<file path="config.mk">
export PLATFORM = sky130hd
export DESIGN_NAME = piso_reader
export DESIGN_NICKNAME = d
export VERILOG_FILES = /design/src/rtl/piso_reader.sv
export SDC_FILE = /design/constraint.sdc
export NUM_CORES = 1
export LEC_CHECK = 0
export ABC_AREA = 1
export CAP_MARGIN = 40
export CORE_ASPECT_RATIO = 1.2
export CORE_MARGIN = 2
export CORE_UTILIZATION = 54
export CTS_CLUSTER_SIZE = 40
export DETAILED_ROUTE_END_ITERATION = 16
export PLACE_DENSITY = 0.86
export SETUP_SLACK_MARGIN = 0.1
export SLEW_MARGIN = 20
export SYNTH_ARGS = -nofsm -noshare
export SYNTH_HDL_FRONTEND = slang
export SYNTH_SLANG_ARGS = --single-unit
</file>
<file path="constraint.sdc">
create_clock -name clk -period 2.05 [get_ports clk]
set_input_delay 0.615 -clock clk [delete_from_list [all_inputs] [get_ports clk]]
set_output_delay 0.615 -clock clk [all_outputs]
set_load 0.005 [all_outputs]
</file>
<file path="src/rtl/piso_reader.sv">
// piso_reader: loads a 74HC165-style chain and shifts NBITS bits back in, MSB first.
// Define PISO_CE_EN to add the registered sft_ce_n chain clock-enable output.
module piso_reader #(
  parameter int NBITS = 8,
  parameter int DIV   = 4
) (
  input  logic             clk,
  input  logic             rst_n,
  input  logic             vld,
  output logic             busy,
  output logic             done,
  output logic [NBITS-1:0] dout,
  output logic             sft_pl_n,
  output logic             sft_cp,
  input  logic             sft_q7
`ifdef PISO_CE_EN
  ,
  output logic             sft_ce_n
`endif
);
  localparam int PW = $clog2(DIV + 1);
  localparam int BW = $clog2(NBITS);
  typedef enum logic [2:0] {IDLE, LOAD, HOLD, LOW, HIGH, DONE} state_t;
  state_t           state_q;
  logic [PW-1:0]    ph_q;
  logic [BW-1:0]    bit_q;
  logic [NBITS-1:0] shreg_q, dout_q;
  logic             busy_q, done_q, pl_n_q, cp_q;
`ifdef PISO_CE_EN
  logic             ce_n_q;
  assign sft_ce_n = ce_n_q;
`endif
  logic             last;
  assign last     = ph_q == PW'(DIV - 1);
  assign busy     = busy_q;
  assign done     = done_q;
  assign dout     = dout_q;
  assign sft_pl_n = pl_n_q;
  assign sft_cp   = cp_q;
  always_ff @(posedge clk or negedge rst_n) begin
    if (!rst_n) begin
      state_q <= IDLE;
      ph_q    <= '0;
      bit_q   <= '0;
      shreg_q <= '0;
      dout_q  <= '0;
      busy_q  <= 1'b0;
      done_q  <= 1'b0;
      pl_n_q  <= 1'b1;
      cp_q    <= 1'b0;
`ifdef PISO_CE_EN
      ce_n_q  <= 1'b1;
`endif
    end else begin
      done_q <= 1'b0;
      case (state_q)
        IDLE: if (vld) begin
          state_q <= LOAD;
          ph_q    <= '0;
          pl_n_q  <= 1'b0;
          busy_q  <= 1'b1;
        end
        LOAD: if (last) begin
          state_q <= HOLD;
          ph_q    <= '0;
          pl_n_q  <= 1'b1;
`ifdef PISO_CE_EN
          ce_n_q  <= 1'b0;
`endif
        end else ph_q <= ph_q + 1'b1;
        HOLD: if (last) begin
          state_q <= LOW;
          ph_q    <= '0;
          bit_q   <= '0;
        end else ph_q <= ph_q + 1'b1;
        LOW: if (last) begin
          ph_q    <= '0;
          shreg_q <= {shreg_q[NBITS-2:0], sft_q7};
          if (bit_q == BW'(NBITS - 1)) begin
            state_q <= DONE;
            dout_q  <= {shreg_q[NBITS-2:0], sft_q7};
            done_q  <= 1'b1;
            busy_q  <= 1'b0;
`ifdef PISO_CE_EN
            ce_n_q  <= 1'b1;
`endif
          end else begin
            state_q <= HIGH;
            bit_q   <= bit_q + 1'b1;
            cp_q    <= 1'b1;
          end
        end else ph_q <= ph_q + 1'b1;
        HIGH: if (last) begin
          state_q <= LOW;
          ph_q    <= '0;
          cp_q    <= 1'b0;
        end else ph_q <= ph_q + 1'b1;
        DONE: state_q <= IDLE;
        default: state_q <= IDLE;
      endcase
    end
  end
endmodule

</file>
==> key figures <==
Status
  • Run status: finished clean

Setup path
  • CP max stage cell: clkdlybuf4s50_1
  • Data arrival time of the critical path: 1.23 ns
  • Buf+Inv Stages, Crit Path: 1
  • CP cell instances: clkdlybuf4s50_1
  • Worst reg2reg setup slack: 0.42 ns
  • Critical Path Max Stage Delay: 0.50 ns
  • Kind of critical path: register to output pin
  • WP data required: 1.43 ns
  • CP startpoint kind: register
  • Cell count along the critical path: 1
  • Worst reg2reg path depth: 9
  • Delay-heaviest family, CP: buffers and inverters
  • Setup crit end kind: output pin
  • Worst Path Max Fanout: 2

CTS
  • Skew-Pair Late Insertion Delay: 0.33 ns
  • Clk slew on worst S/H paths: 0.15 ns
  • H-tree levels: 1
  • CTS root buffer: clkbuf_4
  • Clock sink total: 28
  • Clock buffer count from CTS: 3
  • Hold_buf cts: 0
  • CTS tree: built
  • CTS max path bufs: 2

Placement
  • Gp weighted congestion: 0.916
  • DP Worst Slack: about 0.4 ns
  • Post-DP Area: around 1500 sq um
  • HPWL Detailed: 1.66 mm
  • Port bufs: 15

STA
  • RSZ-0062 raised after global routing: no
  • Min cycle time layout: around 1.8 ns
  • Max Slew Vio Count: 0
  • Normalized max-slew margin: 76.5%
  • Fin. Hold Viols: 0
  • Fin Clk Skew: 0.00873 ns
  • Final TNS setup: 0 ns
  • Final worst setup slack: about 0.21 ns
  • Final Setup Violations: 0
  • Slew @ Worst Pin: 0.352 ns
  • Fmax achieved: 543 MHz
  • Period utilisation layout: 89.9%

Power and ir drop
  • Leakage: 0.795 nW
  • Sequential share of power: 48.9%
  • Maximum vdd drop: roughly 0.75 mV
  • Pwr/cell area: 1050 nW/um^2
  • Combinational power share: 34.2%
  • Int Power: just over 1 mW
  • Switching Share: 36.2%
  • Sw Pwr: 0.571 mW
  • Final Total Pwr: 1.58 mW
  • Clock power share: 16.9%

Yosys
  • Synth warnings: 0
  • Seq/Total Area, Yosys: 54.8%
  • Syn_nets: around 150
  • Synth cell types: 19
  • Cells after Synth: approximately 140
  • Mean area per synthesized cell: between 8 and 9 sq um
  • #FFs+latches synth: 28
  • Synth Cell Area: 1280 sq um

Final layout
  • Area of the multi-input gates: 490 sq um
  • Area Growth Syn to Fin: 16.8%
  • FF/Latch Area: ~700 sq um
  • Finished Core Util: 65.6%
  • Final instance area: about 1500 sq um
  • Antenna fix cells: 0
  • Most frequent cells in the layout: nand2_1, dfrtp_1, inv_1
  • Fill cells: 195
  • # nets final: 170
  • Commonest non-fill, non-tap cell in the layout: nand2_1
  • Share of post-route cells with drive strength above 1: a little over an eighth

GRT
  • Largest net degree at the start of global routing: 29
  • Global-route wire length before repair: roughly 4 mm
  • Initial antenna violation count: 0
  • Grt ovf: 0
  • Total track usage: roughly a fifth
  • Vias in the first global route: a little under 1k

Floorplanning
  • Core area: 2280 sq um
  • Die Ht: 57.4 um
  • Die X-Extent: 48.5 um
  • IO Count: 16
  • Rows: 19
  • Die ar.: 2780 sq um
  • Initial Util: 56.1%

Routing
  • Detailed Routing Iterations Pass 1: 4
  • Via count: 987
  • Detail Route Antenna Nets: 0
  • Routed Wire Length: between 2 and 2.5 mm
  • DRC errors left: 0
  • Via density: between 5 and 6
  • WL per Instance: 11.6 um
  • First DRT Iteration DRCs: 20

Job
  • Max-cap violations: 0

Hold path
  • Hold Path Depth: 2
  • Hold Path Class: register to register
[sequential cells by signal, summed over array words and instances (netlist names)]
register and count:
dout 8, shreg_q 7, bit_q 3, ph_q 3, state_q 3, busy 1
done 1, sft_cp 1, sft_pl_n 1
[per-stage QoR]
step,hold WS (ns),std cells
global placement,0.457,189
detailed placement,0.468,189
CTS,0.500,193
finish,0.496,193
global route,0.518,193
floorplan,0.319,144
[power by group through the flow]
stage	combinational, mW	sequential (mW)	clock, mW
after floorplan	0.387	0.767	0
after global placement	0.517	0.774	0
after detailed placement	0.551	0.784	0
after CTS	0.547	0.772	0.272
after global routing	0.626	0.786	0.295
final	0.539	0.772	0.266
[repair_timing]
action,CTS,global route
setup endpoints to repair,1,0
gates resized for setup,1,0
setup buffers,0,0
[Yosys cell counts]
master | count | area (sq um)
buf_2 | 1 | 5.00
o21ai_2 | 7 | 61.3
dfrtp_1 | 27 | 676
nand2_1 | 47 | 176
buf_6 | 1 | 11.3
inv_2 | 1 | 3.75
o21a_1 | 2 | 15.0
nor2_4 | 1 | 11.3
nor2_1 | 7 | 26.3
nand2_4 | 2 | 22.5
nand3_1 | 6 | 30.0
nand2_2 | 4 | 25.0
mux2i_1 | 1 | 10.0
inv_1 | 17 | 63.8
ha_1 | 3 | 37.5
a21oi_1 | 2 | 10.0
o21ai_0 | 13 | 65.1
clkinv_2 | 1 | 5.00
dfstp_2 | 1 | 26.3
[final cells by class]
| type | count | area share [%] |
|---|---|---|
| timing repair buffer | 16 | 10.5 |
| sequential | 28 | 46.9 |
| inverter | 19 | 4.85 |
| tap | 31 | 2.59 |
| multi-input combinational | 95 | 32.8 |
| clock buffer | 4 | 2.42 |
[metal layers]
metal  GRT usage [%]  part of all wire [%]  up-vias
li1                -                     -      485
met1            21.3                    43      469
met2            34.7                    51       27
met3            3.66                   4.1        6
met4            8.57                   2.3        0
met5               0                     0        -
[worst paths after layout]
kind / startpoint / to
worst max-delay path: dout[5] / dout[5]
worst min-delay path: shreg_q[6] / dout[7]
worst max register to register: ph_q[0] / dout[7]
worst min register to register: shreg_q[6] / dout[7]
max in group asynchronous: rst_n / sft_pl_n
min in group asynchronous: rst_n / done
[kinds of logic (layout without fill, tap and decap cells)]
group	after synthesis	after routing	synth area share [%]
and+or+nand+nor	67	67	22.8
DFF	28	28	54.8
AOI/OAI and AO/OA	24	24	11.8
buffers and inverters	21	39	6.93
adders and majority gates	3	3	2.93
muxes	1	1	0.781
Note: power is estimated with default switching activity, not from simulation.
